### src/rtl/mem_arbiter_if.sv
// Bus bundle between the instruction cache, the data cache, the arbiter
// and the single-ported RAM. The arbiter connects through "master"
// because it is the side that issues RAM accesses. The caches and RAM
// model connect through "slave".
interface mem_arbiter_if;
    // icache side
    logic        iREN;
    logic [31:0] iaddr;
    logic        iwait;
    logic [31:0] iload;
    // dcache side
    logic        dREN;
    logic        dWEN;
    logic [31:0] daddr;
    logic [31:0] dstore;
    logic        dwait;
    logic [31:0] dload;
    // RAM side
    logic        ramREN;
    logic        ramWEN;
    logic [31:0] ramaddr;
    logic [31:0] ramstore;
    logic [31:0] ramload;
    logic [1:0]  ramstate;
    logic        ramerr;

    modport master (
        input  iREN, iaddr, dREN, dWEN, daddr, dstore, ramload, ramstate,
        output iwait, iload, dwait, dload, ramREN, ramWEN, ramaddr, ramstore, ramerr
    );

    modport slave (
        output iREN, iaddr, dREN, dWEN, daddr, dstore, ramload, ramstate,
        input  iwait, iload, dwait, dload, ramREN, ramWEN, ramaddr, ramstore, ramerr
    );
endinterface

### src/rtl/mem_arbiter.sv
// Two-client arbiter in front of a single RAM port.
// The dcache normally has priority. A saturating starvation counter
// hands the port to the icache after STARVE_MAX consecutive dcache
// grants. A dcache access to an even word (daddr[2]==0) locks the port
// for the following word, so a two-word block transfer is not split.
// Read data is passed through combinationally. Only the FSM state, the
// starvation count and the sticky error flag are registered.
module mem_arbiter #(
    parameter int unsigned STARVE_MAX = 4
) (
    input logic           CLK,
    input logic           nRST,
    mem_arbiter_if.master mem_if
);

    localparam logic [1:0] IDLE  = 2'd0;
    localparam logic [1:0] DGNT  = 2'd1;
    localparam logic [1:0] IGNT  = 2'd2;
    localparam logic [1:0] DLOCK = 2'd3;

    localparam logic [1:0] RAM_ACCESS = 2'd2;
    localparam logic [1:0] RAM_ERROR  = 2'd3;

    localparam logic [2:0] SCNT_MAX = 3'(STARVE_MAX);

    logic [1:0] state_q, state_d;
    logic [2:0] scnt_q, scnt_d;
    logic       ramerr_q, ramerr_d;

    logic d_req_s;
    logic d_granted_s;
    logic i_granted_s;
    logic ram_access_s;
    logic starve_s;

    // Decode the request, grant and RAM-status qualifiers shared by the blocks below.
    always_comb begin
        d_req_s      = mem_if.dREN | mem_if.dWEN;
        d_granted_s  = (state_q == DGNT) || (state_q == DLOCK);
        i_granted_s  = (state_q == IGNT);
        ram_access_s = (mem_if.ramstate == RAM_ACCESS);
        starve_s     = mem_if.iREN && (scnt_q == SCNT_MAX);
    end

    // Next-state logic. FREE, BUSY and ERROR all hold the grant. ACCESS
    // or a dropped request ends it.
    always_comb begin
        state_d = state_q;
        case (state_q)
            IDLE: begin
                if (d_req_s && !starve_s) begin
                    state_d = DGNT;
                end else if (mem_if.iREN) begin
                    state_d = IGNT;
                end else begin
                    state_d = IDLE;
                end
            end
            DGNT: begin
                if (!d_req_s) begin
                    state_d = IDLE;
                end else if (ram_access_s) begin
                    // An even word starts a two-word block, so keep the port.
                    if (mem_if.daddr[2] == 1'b0) begin
                        state_d = DLOCK;
                    end else begin
                        state_d = IDLE;
                    end
                end else begin
                    state_d = DGNT;
                end
            end
            DLOCK: begin
                if (!d_req_s || ram_access_s) begin
                    state_d = IDLE;
                end else begin
                    state_d = DLOCK;
                end
            end
            IGNT: begin
                if (!mem_if.iREN || ram_access_s) begin
                    state_d = IDLE;
                end else begin
                    state_d = IGNT;
                end
            end
            default: begin
                state_d = IDLE;
            end
        endcase
    end

    // Starvation counter: counts dcache grant entries taken while the icache
    // waits. It clears whenever the icache is idle or is finally served.
    always_comb begin
        scnt_d = scnt_q;
        if (!mem_if.iREN) begin
            scnt_d = 3'd0;
        end else if ((state_q == IDLE) && (state_d == IGNT)) begin
            scnt_d = 3'd0;
        end else if ((state_q == IDLE) && (state_d == DGNT) && (scnt_q < SCNT_MAX)) begin
            scnt_d = scnt_q + 3'd1;
        end else begin
            scnt_d = scnt_q;
        end
    end

    // Sticky error flag: set by any ERROR status seen while a client holds the port.
    always_comb begin
        ramerr_d = ramerr_q;
        if ((d_granted_s || i_granted_s) && (mem_if.ramstate == RAM_ERROR)) begin
            ramerr_d = 1'b1;
        end else begin
            ramerr_d = ramerr_q;
        end
    end

    // State registers with asynchronous active-low reset.
    always_ff @(posedge CLK or negedge nRST) begin
        if (!nRST) begin
            state_q  <= IDLE;
            scnt_q   <= 3'd0;
            ramerr_q <= 1'b0;
        end else begin
            state_q  <= state_d;
            scnt_q   <= scnt_d;
            ramerr_q <= ramerr_d;
        end
    end

    // RAM strobes, address and write data, selected by the current grant.
    always_comb begin
        mem_if.ramREN   = 1'b0;
        mem_if.ramWEN   = 1'b0;
        mem_if.ramaddr  = 32'h0000_0000;
        mem_if.ramstore = 32'h0000_0000;
        case (state_q)
            DGNT, DLOCK: begin
                // A write wins over a read when both are asserted.
                mem_if.ramaddr  = mem_if.daddr;
                mem_if.ramWEN   = mem_if.dWEN;
                mem_if.ramREN   = mem_if.dREN & ~mem_if.dWEN;
                mem_if.ramstore = mem_if.dstore;
            end
            IGNT: begin
                mem_if.ramaddr = mem_if.iaddr;
                mem_if.ramREN  = 1'b1;
            end
            default: begin
                mem_if.ramREN   = 1'b0;
                mem_if.ramWEN   = 1'b0;
                mem_if.ramaddr  = 32'h0000_0000;
                mem_if.ramstore = 32'h0000_0000;
            end
        endcase
    end

    // Client handshakes. A wait drops only in the cycle the granted client,
    // still requesting, sees ACCESS. Load data is the raw RAM bus.
    always_comb begin
        mem_if.dwait  = ~(d_granted_s && d_req_s && ram_access_s);
        mem_if.iwait  = ~(i_granted_s && mem_if.iREN && ram_access_s);
        mem_if.iload  = mem_if.ramload;
        mem_if.dload  = mem_if.ramload;
        mem_if.ramerr = ramerr_q;
    end

endmodule

### src/flat_wrapper.sv
// flat-port wrapper written by rule: the top's interface ports become plain ports
module mem_arbiter_flat 
#(
    parameter int unsigned STARVE_MAX = 4
)
  (CLK, nRST, mem_if_iREN, mem_if_iaddr, mem_if_dREN, mem_if_dWEN, mem_if_daddr, mem_if_dstore, mem_if_ramload, mem_if_ramstate, mem_if_iwait, mem_if_iload, mem_if_dwait, mem_if_dload, mem_if_ramREN, mem_if_ramWEN, mem_if_ramaddr, mem_if_ramstore, mem_if_ramerr);
  mem_arbiter_if mem_if_i ();
  input logic CLK;
  input logic nRST;
  input wire logic [$bits(mem_if_i.iREN)-1:0] mem_if_iREN;
  input wire logic [$bits(mem_if_i.iaddr)-1:0] mem_if_iaddr;
  input wire logic [$bits(mem_if_i.dREN)-1:0] mem_if_dREN;
  input wire logic [$bits(mem_if_i.dWEN)-1:0] mem_if_dWEN;
  input wire logic [$bits(mem_if_i.daddr)-1:0] mem_if_daddr;
  input wire logic [$bits(mem_if_i.dstore)-1:0] mem_if_dstore;
  input wire logic [$bits(mem_if_i.ramload)-1:0] mem_if_ramload;
  input wire logic [$bits(mem_if_i.ramstate)-1:0] mem_if_ramstate;
  output wire logic [$bits(mem_if_i.iwait)-1:0] mem_if_iwait;
  output wire logic [$bits(mem_if_i.iload)-1:0] mem_if_iload;
  output wire logic [$bits(mem_if_i.dwait)-1:0] mem_if_dwait;
  output wire logic [$bits(mem_if_i.dload)-1:0] mem_if_dload;
  output wire logic [$bits(mem_if_i.ramREN)-1:0] mem_if_ramREN;
  output wire logic [$bits(mem_if_i.ramWEN)-1:0] mem_if_ramWEN;
  output wire logic [$bits(mem_if_i.ramaddr)-1:0] mem_if_ramaddr;
  output wire logic [$bits(mem_if_i.ramstore)-1:0] mem_if_ramstore;
  output wire logic [$bits(mem_if_i.ramerr)-1:0] mem_if_ramerr;
  assign mem_if_i.iREN = mem_if_iREN;
  assign mem_if_i.iaddr = mem_if_iaddr;
  assign mem_if_i.dREN = mem_if_dREN;
  assign mem_if_i.dWEN = mem_if_dWEN;
  assign mem_if_i.daddr = mem_if_daddr;
  assign mem_if_i.dstore = mem_if_dstore;
  assign mem_if_i.ramload = mem_if_ramload;
  assign mem_if_i.ramstate = mem_if_ramstate;
  assign mem_if_iwait = mem_if_i.iwait;
  assign mem_if_iload = mem_if_i.iload;
  assign mem_if_dwait = mem_if_i.dwait;
  assign mem_if_dload = mem_if_i.dload;
  assign mem_if_ramREN = mem_if_i.ramREN;
  assign mem_if_ramWEN = mem_if_i.ramWEN;
  assign mem_if_ramaddr = mem_if_i.ramaddr;
  assign mem_if_ramstore = mem_if_i.ramstore;
  assign mem_if_ramerr = mem_if_i.ramerr;
  mem_arbiter #(.STARVE_MAX(STARVE_MAX)) u_core (.CLK(CLK), .nRST(nRST), .mem_if(mem_if_i));
endmodule
### config.mk
export PLATFORM = sky130hd
export DESIGN_NAME = mem_arbiter_flat
export DESIGN_NICKNAME = d
export VERILOG_FILES = /design/src/rtl/mem_arbiter_if.sv /design/src/rtl/mem_arbiter.sv /design/src/flat_wrapper.sv
export SDC_FILE = /design/constraint.sdc
export NUM_CORES = 1
export LEC_CHECK = 0
export BUFFER_PORTS_ARGS = -buffer_cell sky130_fd_sc_hd__buf_2
export CELL_PAD_IN_SITES_DETAIL_PLACEMENT = 2
export CELL_PAD_IN_SITES_GLOBAL_PLACEMENT = 2
export CORE_MARGIN = 2
export CORE_UTILIZATION = 11
export DETAILED_ROUTE_END_ITERATION = 12
export PLACE_DENSITY = 0.95
export SYNTH_ARGS = -nofsm -noshare
export SYNTH_HDL_FRONTEND = slang
export SYNTH_SLANG_ARGS = --single-unit
### constraint.sdc
create_clock -name CLK -period 2.4 [get_ports CLK]
set_input_delay 0.72 -clock CLK [delete_from_list [all_inputs] [get_ports CLK]]
set_output_delay 0.72 -clock CLK [all_outputs]
set_load 0.02 [all_outputs]
-- Yosys cells after proc, flatten, opt, wreduce, memory -nomap -nowiden
Cells that the tools add are included.
- bitwise gates (word level): 5
- $lt $le $gt $ge: 1
- muxes and demuxes: 15
- reduce and logical (&&, ||, !) cells: 19
- add/sub/neg operators: 1
- eq/ne operators: 9
- operator list (operator ; number):
    $pmux W32 S2 ; 1
    $mux W32 ; 1
    $mux W2 ; 7
    $eq A2 B2 Y1 const B ; 5
    $logic_and A1 B1 Y1 ; 10
    $mux W3 ; 3
    $pmux W2 S4 ; 1
    $eq A2 B1 Y1 const B ; 2
    $logic_or A1 B1 Y1 ; 4
    $add A3 B1 Y3 const B ; 1
    $eq A3 B3 Y1 const B ; 1
    $logic_not A1 Y1 ; 3
    $lt A3 B3 Y1 const B ; 1
    $ne A3 B1 Y1 const B ; 1
    $not A1 Y1 ; 3
    $logic_not A2 Y1 ; 1
    $pmux W1 S2 ; 1
    $reduce_or A2 Y1 ; 1
    $and A1 B1 Y1 ; 1
    $mux W1 ; 1
    $or A1 B1 Y1 ; 1
- bits in registers: 6
- word-level logic and storage cells: 53

-- Depth between registers and ports, before layout
Gate-level depths: netlist of run 1.
- depth in word-level cells: 12
- mapped depth: 5

-- Worst setup path before layout of run 1
Ideal clock, no wire load.
- path kind: input port to output port
- start: input port mem_if_dWEN
- end: output port mem_if_dwait
- arrival time: 1.254 ns
- path buffers: 1
- setup slack: 0.426 ns
- data required time: 1.680 ns
- stages: 3
- cell sequence: or2_1 -> buf_2 -> nand3_1
- longest elaborated chain between the ends: 4
- RTL lines (what ; RTL line ; RTL):
    start, declared ; flat_wrapper.sv:13 ; input wire logic [$bits(mem_if_i.dWEN)-1:0] mem_if_dWEN;
    $or A1 B1 Y1 ; mem_arbiter.sv:38 ; d_req_s = mem_if.dREN | mem_if.dWEN;
    $logic_and A1 B1 Y1 (2 in series) ; mem_arbiter.sv:161 ; mem_if.dwait = ~(d_granted_s && d_req_s && ram_access_s);
    $not A1 Y1 ; mem_arbiter.sv:161 ;
    end, declared ; flat_wrapper.sv:20 ; output wire logic [$bits(mem_if_i.dwait)-1:0] mem_if_dwait;
Every way passes these cells.

-- Final worst setup path of run 1
Same ends and word-level chain as after synthesis.

==> qor.yml, run 1 <==
status: "finished clean"
ys_seq_area_share_pct: 10.5
cts.sinks: 6
slew_headroom_pct: 80.2
final_nets: 425
coreArea_um2: 12700
synth_cell_types: 28
power_density_nw_per_um2: 1010
yosys-top-cells-count: "buf_4 (64), and2_1 (34), a22o_1 (32)"
ir_worst_vdd_mv: 0.329
skew_ps: 8.67
cp-startpoint: "mem_if_dWEN"
drt-total-wl_mm: 6.65
final_antenna_net_count: 0
grt_use_total_pct: 8.95
async_reset_ff_share_pct: 100
yosysMostFrequentCell: "buf_4"
grt_max_degree: 73
ys_seq_elements: 6
synth_nets: 324
arrival_ps: 1480
final-seq-area_um2: 151
cp-end-kind: "output pin"
cp_data_required_time_ps: 1680
cp_max_fo: 8
final-setup-viol-count: 0
hold_viol: 0
synth_top_cell_area_share_pct: 33.5
rsz0062_at_grt: "false"
io_pins: 268
clock_latency_ps: 230
cts_buffers: 3
antenna_cells: 0
antenna_found_initial: 0
dr_total_vias: 1710
yosys_most_used_dff: "dfrtp_1"
period_share_pct: 91.7
placedInstanceArea_um2: 2010
synthTopCellsByArea: "buf_4 (33%), a22o_1 (20%), and2_1 (15%)"
clockBufferDepth: 2
netlist_area_um2: 1440
leakage_nw: 1.13
reg2reg_depth: 4
grt.overflow.total: 0
drc: 0
drive_above_1_share_pct: 63.4
crit_end: "mem_if_dwait"
hold_class: "in2async"
drt_iter0_markers: 30
initial_utilization_pct: 11.3
grt_first_pass_wirelength_mm: 10.1
wl_per_cell_um: 14.5
rows: 41
regToRegSetupSlack_ps: 860
cap_viol_max_count: 0
grt_pass1_vias: 1870
die_area_um2: 14000
io_buffers: 171
synth.avg_cell_area_um2: 7.67
clk_pin_slew_ps: 40
crit_type: "in2out"
area_delta_synth_final_pct: 45.4
tightestPinTransition_ps: 297
cts-hold-fix-buffers: 0
r2r-start: "u_core.state_q[0]$_DFF_PN0_"
die_height_um: 118
firstDrtPassIters: 4
multiInputGateArea_um2: 723
design_area_um2: 2090
postCtsSetupRepairBufs: 0
fillers: 1559
setup_tns_ps: 0
r2r-end: "u_core.scnt_q[1]$_DFFE_PN0P_"
cts_tree: "built"
hold_ws_ps: 322
synth-edff-count: 0
slew_viol_final: 0
max_freq_mhz: 455
cts_max_level: 1
syn-instance-count: 187
root_buffer: "clkbuf_16"
finalCriticalPeriod_ps: 2200
cts-resized-gates: 0
ys_warn_count: 0
yosysTopAreaCell: "buf_4"
dp_hpwl_mm: 5.89
crit_path_start_kind: "input pin"
die_x_um: 118
place.gp.congestion: 0.778
avgViaCountPerCell: 3.73
worst max-delay path, cell delays in order:
cell     delay [ps]
buf_2           130
or2_1           340
nand3_1         120
buf_2           170
metrics by stage:
stage | worst slack, ps | std cells | total power, mW | utilization, %
6_report | 200 | 459 | 2.11 | 16.5
5_1_grt | 110 | 459 | 2.26 | 16.5
4_1_cts | 186 | 459 | 2.15 | 16.5
3_5_place_dp | 194 | 455 | 1.86 | 15.8
3_3_place_gp | 219 | 455 | 1.79 | 15.8
2_1_floorplan | 426 | 187 | 1.41 | -
metal layers:
metal | up-vias | global-route usage (%) | part of all wire [%]
li1 | 783 | - | -
met1 | 794 | 8.57 | 34
met2 | 118 | 17.2 | 53
met3 | 15 | 4.30 | 12
met4 | 0 | 1.88 | 0.81
met5 | - | 0 | 0
worst min path at each step:
stage	to	slack (ps)	cells past startpoint
detailed placement	u_core.mem_if.ramerr$_DFFE_PN0P_	490	1
floorplan	u_core.mem_if.ramerr$_DFFE_PN0P_	420	0
finish	u_core.mem_if.ramerr$_DFFE_PN0P_	320	1
global placement	u_core.mem_if.ramerr$_DFFE_PN0P_	510	1
global route	u_core.mem_if.ramerr$_DFFE_PN0P_	330	1
CTS	u_core.mem_if.ramerr$_DFFE_PN0P_	330	1
layout by cell type (no fill, tap or decap):
cell type	count
and2_1	34
a2bb2oi_1	1
buf_2	171
o31ai_1	2
or2_1	2
nand2_1	1
nand4_1	3
nand2b_1	1
a21oi_1	2
dfrtp_2	1
nand3b_1	1
ha_1	2
a32o_1	2
buf_12	2
o22ai_1	1
a211oi_1	2
dfrtp_1	5
o21ai_0	2
inv_1	4
clkbuf_1	1
clkbuf_16	3
buf_4	1
nor2b_1	1
nor2_1	3
a22o_1	32
mux2_2	1
nand3_1	3
nor2b_2	1
a31o_2	1
o21ba_2	1
state kept, by name (all words and copies together), names as in the netlist:
signal	flops
u_core.scnt_q	3
u_core.state_q	2
u_core.mem_if.ramerr	1
cell families (layout without fill, tap and decap cells):
family / after synthesis / count (layout) / share of synthesized area, %
multiplexers: 1 / 1 / 0.785
AND/OR/NAND/NOR: 50 / 50 / 20.9
flip-flops: 6 / 6 / 10.5
adder cells (fa/ha/maj): 2 / 2 / 1.74
AO/OA/AOI/OAI: 46 / 46 / 26.8
buffers and inverters: 82 / 182 / 39.3
power breakdown:
part           internal (mW)  total, mW  switching, mW
combinational          0.643       1.67           1.03
clock                  0.221      0.278         0.0579
sequential             0.128      0.156         0.0285
total                  0.991       2.11           1.12
layout make-up:
class / instances / share of cell area (%)
Tap cell: 172 / 10.3
Clock buffer: 4 / 3.78
Multi-Input combinational cell: 99 / 34.7
Inverter: 4 / 0.719
Sequential cell: 6 / 7.25
Timing Repair Buffer: 174 / 43.3
Note: power is estimated with default switching activity, not from simulation.
==> run 2: changes to the inputs <==
--- a/config.mk
+++ b/config.mk
@@ -10,6 +10,7 @@
 export CELL_PAD_IN_SITES_GLOBAL_PLACEMENT = 2
 export CORE_MARGIN = 2
 export CORE_UTILIZATION = 11
+export CTS_BUF_LIST = sky130_fd_sc_hd__clkbuf_8
 export DETAILED_ROUTE_END_ITERATION = 12
 export PLACE_DENSITY = 0.95
 export SYNTH_ARGS = -nofsm -noshare
==> run 2 against run 1 <==
- cell area is 1.6% lower
- largest cell class unchanged
- setup slack barely moved
- largest power group unchanged
- clock skew increased by 5.8 ps
==> qor.yml, run 2 (same netlist as run 1, synthesis figures left out) <==
status: "finished clean"  # unchanged
finalCriticalPeriod_ps: 2200  # about the same
skew_ps: 14.5  # was 8.67 ps
regToRegSetupSlack_ps: 860  # about the same
drc: 0  # unchanged
area_delta_synth_final_pct: 43.1  # was 45.4%
grt.overflow.total: 0  # unchanged
p_sw_mw: 1.11  # was 1.12 mW
cp_max_fo: 8  # unchanged
grt_use_total_pct: 8.95  # unchanged
clockBufferDepth: 2  # unchanged
firstDrtPassIters: 4  # unchanged
leakage_nw: 1.12  # was 1.13 nW
hold_class: "in2async"  # unchanged
dr_total_vias: 1685  # was 1710
die_height_um: 118  # unchanged
coreArea_um2: 12700  # unchanged
grt_max_degree: 73  # unchanged
final_nets: 425  # unchanged
cap_viol_max_count: 0  # unchanged
power_density_nw_per_um2: 969  # was 1010 nW/um2
dpl.cell_count: 455  # unchanged
slew_viol_final: 0  # unchanged
cts_tree: "built"  # unchanged
top_register: "u_core.scnt_q"  # unchanged
initial_utilization_pct: 11.3  # unchanged
final_antenna_net_count: 0  # unchanged
pre_cts_slack_ps: 194  # unchanged
io_pins: 268  # unchanged
drive_above_1_share_pct: 63.4  # unchanged
hold_viol: 0  # unchanged
fin_ws_ps: 200  # about the same
cts.sinks: 6  # unchanged
power.internal_uw: 881  # was 991 uW
antenna_cells: 0  # unchanged
io_buffers: 171  # unchanged
fillers: 1564  # was 1559
cts_max_level: 1  # unchanged
rows: 41  # unchanged
avgViaCountPerCell: 3.67  # was 3.73
setup_tns_ps: 0  # unchanged
most-common-layout-cells: "buf_2 (171), and2_1 (34), a22o_1 (32), inv_1 (5), dfrtp_1 (5)"  # was buf_2 (171), and2_1 (34), a22o_1 (32), dfrtp_1 (5), inv_1 (4)
postCtsSetupRepairBufs: 0  # unchanged
slew_headroom_pct: 80.0  # was 80.2%
largest_reg_flops: 3  # unchanged
fin_cells: 459  # unchanged
crit_type: "in2out"  # unchanged
cp-startpoint: "mem_if_dWEN"  # unchanged
clkPwrFrac_pct: 8.0  # was 13.2%
period_share_pct: 91.7  # about the same
hold_ws_ps: 322  # about the same
die_area_um2: 14000  # unchanged
clock_latency_ps: 230  # about the same
cp_data_required_time_ps: 1680  # about the same
final-setup-viol-count: 0  # unchanged
drt_iter0_markers: 27  # was 30
pwr-share-seq_pct: 7.8  # was 7.4%
multiInputGateArea_um2: 723  # unchanged
cts-hold-fix-buffers: 0  # unchanged
crit_path_start_kind: "input pin"  # unchanged
final_core_util_pct: 16.2  # was 16.5%
place.gp.congestion: 0.778  # unchanged
r2r-start: "u_core.state_q[0]$_DFF_PN0_"  # unchanged
ir_worst_vdd_mv: 0.327  # was 0.329 mV
tightestPinTransition_ps: 300  # was 297 ps
dp_hpwl_mm: 5.89  # unchanged
cts_buffers: 3  # unchanged
rsz0062_at_grt: "false"  # unchanged
clk_pin_slew_ps: 50  # was 40 ps
max_freq_mhz: 455  # about the same
final-seq-area_um2: 151  # unchanged
p_comb_share_pct: 84.1  # was 79.4%
arrival_ps: 1480  # about the same
grt_first_pass_wirelength_mm: 10.1  # about the same
drt-total-wl_mm: 6.66  # was 6.65 mm
cp-end-kind: "output pin"  # unchanged
die_x_um: 118  # unchanged
grt_pass1_vias: 1867  # was 1870
cts-resized-gates: 0  # unchanged
wl_per_cell_um: 14.5  # about the same
layout_commonest_cell: "buf_2"  # unchanged
antenna_found_initial: 0  # unchanged
root_buffer: "clkbuf_8"  # was clkbuf_16
switching_share_pct: 55.7  # was 53.0%
## run 2: changes by cell type in the layout (fill, tap and decap cells not counted)
cell / before / now
clkbuf_16: 3 / 0
clkbuf_1: 1 / 0
inv_1: 4 / 5
clkbuf_8: 0 / 3
## run 2: critical path, cell delays in order
cell and delay (ps):
buf_2 130, or2_1 340, nand3_1 120, buf_2 170
## run 2: final cells by class
cell class	instances	share of cell area (%)
Multi-Input combinational cell	99	35.2
Tap cell	172	10.5
Timing Repair Buffer	174	44.0
Clock buffer	3	2.01
Inverter	4	0.731
Clock inverter	1	0.183
Sequential cell	6	7.37
## run 2: through the flow
stage	power, mW	instance area (um2)
CTS	2.03	2050
global placement	1.79	2010
global route	2.14	2050
finish	1.99	2050
detailed placement	1.86	2010
floorplan	1.41	1440
## run 2: layer usage
layer | GRT usage [%] | part of all wire (%) | up-vias
met5 | 0 | 0 | -
met4 | 1.66 | 0.81 | 0
met3 | 4.44 | 12 | 15
met2 | 17.2 | 53 | 114
met1 | 8.57 | 34 | 776
li1 | - | - | 780
## run 2: power groups by stage
stage	Sequential [mW]	Combinational, mW	Clock, mW
final	0.156	1.67	0.160
after global routing	0.162	1.80	0.175
after CTS	0.157	1.71	0.168
after detailed placement	0.158	1.70	0
after global placement	0.154	1.64	0
after floorplan	0.143	1.27	0
## run 2: path summary, 6_finish.rpt
path | end | cells after the start
setup / recovery | mem_if_dwait | 4
max in group asynchronous | u_core.scnt_q[0]$_DFFE_PN0P_ | 1
hold / removal | u_core.mem_if.ramerr$_DFFE_PN0P_ | 1
setup reg to reg | u_core.scnt_q[1]$_DFFE_PN0P_ | 4
min in group CLK | u_core.mem_if.ramerr$_DFFE_PN0P_ | 1
hold reg to reg | u_core.mem_if.ramerr$_DFFE_PN0P_ | 1
==> run 3: changes to the inputs <==
--- a/config.mk
+++ b/config.mk
@@ -13,6 +13,9 @@
 export CTS_BUF_LIST = sky130_fd_sc_hd__clkbuf_8
 export DETAILED_ROUTE_END_ITERATION = 12
 export PLACE_DENSITY = 0.95
+export RECOVER_POWER = 50
+export SETUP_SLACK_MARGIN = 0.4
+export SLEW_MARGIN = 25
 export SYNTH_ARGS = -nofsm -noshare
 export SYNTH_HDL_FRONTEND = slang
 export SYNTH_SLANG_ARGS = --single-unit
==> run 3 against run 2 <==
- utilization increased by 1.8 points
- worst hold slack improved by 71 ps
- die area unchanged
- setup slack improved by 95 ps
- critical path depth increased by 1
- critical path type is now reg2out
- critical endpoint is now mem_if_ramaddr[13]
- largest power group unchanged
==> qor.yml, run 3 (same netlist as run 1, synthesis figures left out) <==
slew_viol_final: 0  # unchanged
leakage_nw: 1.19  # was 1.12 nW
cp_num_cells: 5  # was 4
drive_above_1_share_pct: 64.5  # was 63.4%
initial_utilization_pct: 11.3  # unchanged
status: "finished clean"  # unchanged
clock_latency_ps: 230  # about the same
drt-total-wl_mm: 7.37  # was 6.66 mm
finalCriticalPeriod_ps: 2100  # was 2200 ps
slowest_delay_ps: 430  # was 340 ps
skew_ps: 14.0  # was 14.5 ps
grt.overflow.total: 0  # unchanged
grt_first_pass_wirelength_mm: 10.6  # was 10.1 mm
crit_path_start_kind: "register"  # was input pin
ir_worst_vdd_mv: 0.322  # was 0.327 mV
r2r-start: "u_core.state_q[0]$_DFF_PN0_"  # unchanged
avgViaCountPerCell: 3.72  # was 3.67
drt_iter0_markers: 61  # was 27
hold_class: "in2async"  # unchanged
crit_type: "reg2out"  # was in2out
slew_headroom_pct: 70.1  # was 80.0%
reg2reg_depth: 4  # unchanged
clockBufferDepth: 2  # unchanged
setup_tns_ps: 0  # unchanged
coreArea_um2: 12700  # unchanged
regToRegSetupSlack_ps: 760  # was 860 ps
clk_pin_slew_ps: 50  # about the same
max_freq_mhz: 475  # was 455 MHz
rows: 41  # unchanged
cp-end-kind: "output pin"  # unchanged
dr_total_vias: 1730  # was 1685
cts_buffers: 3  # unchanged
final_nets: 431  # was 425
power_density_nw_per_um2: 984  # was 969 nW/um2
top_register: "u_core.scnt_q"  # unchanged
io_buffers: 171  # unchanged
cts_max_level: 1  # unchanged
power_mw: 2.25  # was 1.99 mW
most-common-layout-cells: "buf_2 (150), and2_1 (34), a22o_1 (32), buf_6 (16), buf_4 (7)"  # was buf_2 (171), and2_1 (34), a22o_1 (32), inv_1 (5), dfrtp_1 (5)
cp_max_fo: 8  # unchanged
cp_data_required_time_ps: 1680  # about the same
grt_pass1_vias: 1909  # was 1867
firstDrtPassIters: 4  # unchanged
area_delta_synth_final_pct: 58.9  # was 43.1%
io_pins: 268  # unchanged
hold_viol: 0  # unchanged
layout_commonest_cell: "buf_2"  # unchanged
final_antenna_net_count: 0  # unchanged
final-seq-area_um2: 151  # unchanged
cts.sinks: 6  # unchanged
rsz0062_at_grt: "true"  # was false
placedInstanceArea_um2: 2010  # unchanged
cap_viol_max_count: 0  # unchanged
grt_use_total_pct: 9.55  # was 8.95%
grt_max_degree: 73  # unchanged
cp-startpoint: "u_core.state_q[0]$_DFF_PN0_"  # was mem_if_dWEN
dp_hpwl_mm: 5.89  # unchanged
slowest_stage: "dfrtp_2"  # was or2_1
die_x_um: 118  # unchanged
die_height_um: 118  # unchanged
wl_per_cell_um: 15.8  # was 14.5 um
die_area_um2: 14000  # unchanged
cts_tree: "built"  # unchanged
tightestPinTransition_ps: 449  # was 300 ps
period_share_pct: 87.7  # was 91.7%
drc: 0  # unchanged
antenna_cells: 0  # unchanged
arrival_ps: 1380  # was 1480 ps
antenna_found_initial: 0  # unchanged
largest_reg_flops: 3  # unchanged
cts-hold-fix-buffers: 0  # unchanged
design_area_um2: 2280  # was 2050 um2
multiInputGateArea_um2: 751  # was 723 um2
r2r-end: "u_core.scnt_q[1]$_DFFE_PN0P_"  # unchanged
root_buffer: "clkbuf_8"  # unchanged
final-setup-viol-count: 0  # unchanged
fillers: 1542  # was 1564
place.gp.congestion: 0.778  # unchanged
crit_end: "mem_if_ramaddr[13]"  # was mem_if_dwait
path_delay_family: "flip-flops"  # was simple AND/OR/NAND/NOR gates
crit_chain: "nor2b_4, buf_12, clkbuf_16, a22o_1, buf_6"  # was buf_2, or2_1, nand3_1, buf_2
worst-path-buf-inv: 3  # was 2
==> run 3: cell types whose count changed in the layout (fill, tap and decap cells not counted), moves of 2 or more <==
| cell | delta |
|---|---|
| buf_2 | -21 |
| buf_6 | +16 |
| buf_4 | +6 |
| clkbuf_1 | +2 |
| nor2b_4 | +2 |
| or2_1 | -2 |
==> run 3: worst min path at each step <==
stage / from / end / slack, ps / depth (start not counted)
after floorplan: nRST / u_core.mem_if.ramerr$_DFFE_PN0P_ / 420 / 0
after global placement: u_core.mem_if.ramerr$_DFFE_PN0P_ / u_core.mem_if.ramerr$_DFFE_PN0P_ / 510 / 1
after detailed placement: u_core.mem_if.ramerr$_DFFE_PN0P_ / u_core.mem_if.ramerr$_DFFE_PN0P_ / 490 / 1
after CTS: nRST / u_core.mem_if.ramerr$_DFFE_PN0P_ / 320 / 1
after global routing: nRST / u_core.mem_if.ramerr$_DFFE_PN0P_ / 420 / 1
final: nRST / u_core.mem_if.ramerr$_DFFE_PN0P_ / 390 / 1
==> run 3: timing repair <==
action                     in CTS  in global routing
setup endpoints to repair      36                 68
gates resized for setup        24                 19
hold endpoints to repair        0                  0
setup buffers                   3                  1
pin swaps                       1                  6
gates cloned                    1                  1
==> run 3: power breakdown <==
group | internal, mW | switching [mW]
combinational | 0.831 | 1.10
clock | 0.110 | 0.0487
sequential | 0.128 | 0.0263
total | 1.07 | 1.18
==> run 3: final cells by class <==
type / instances / share of cell area, %
clock buffer: 3 / 1.81
tap: 172 / 9.43
clock inverter: 1 / 0.165
sequential: 6 / 6.64
inverter: 4 / 0.658
multi-input combinational: 99 / 32.9
timing repair buffer: 180 / 48.4
==> run 3: per-layer routing <==
metal,vias up,GRT usage [%],wire (um)
met1,805,9.15,2530
met4,0,1.73,75
met2,114,18.6,3950
li1,794,-,-
met5,-,0,0
met3,17,4.44,816
==> run 3: stage by stage <==
stage	std cells	setup slack (ps)	utilization [%]	hold slack, ps
after floorplan	187	426	-	424
after global placement	455	219	15.8	514
after detailed placement	455	194	15.8	491
after CTS	463	276	17.2	324
after global routing	465	236	18.0	419
final	465	296	18.0	393
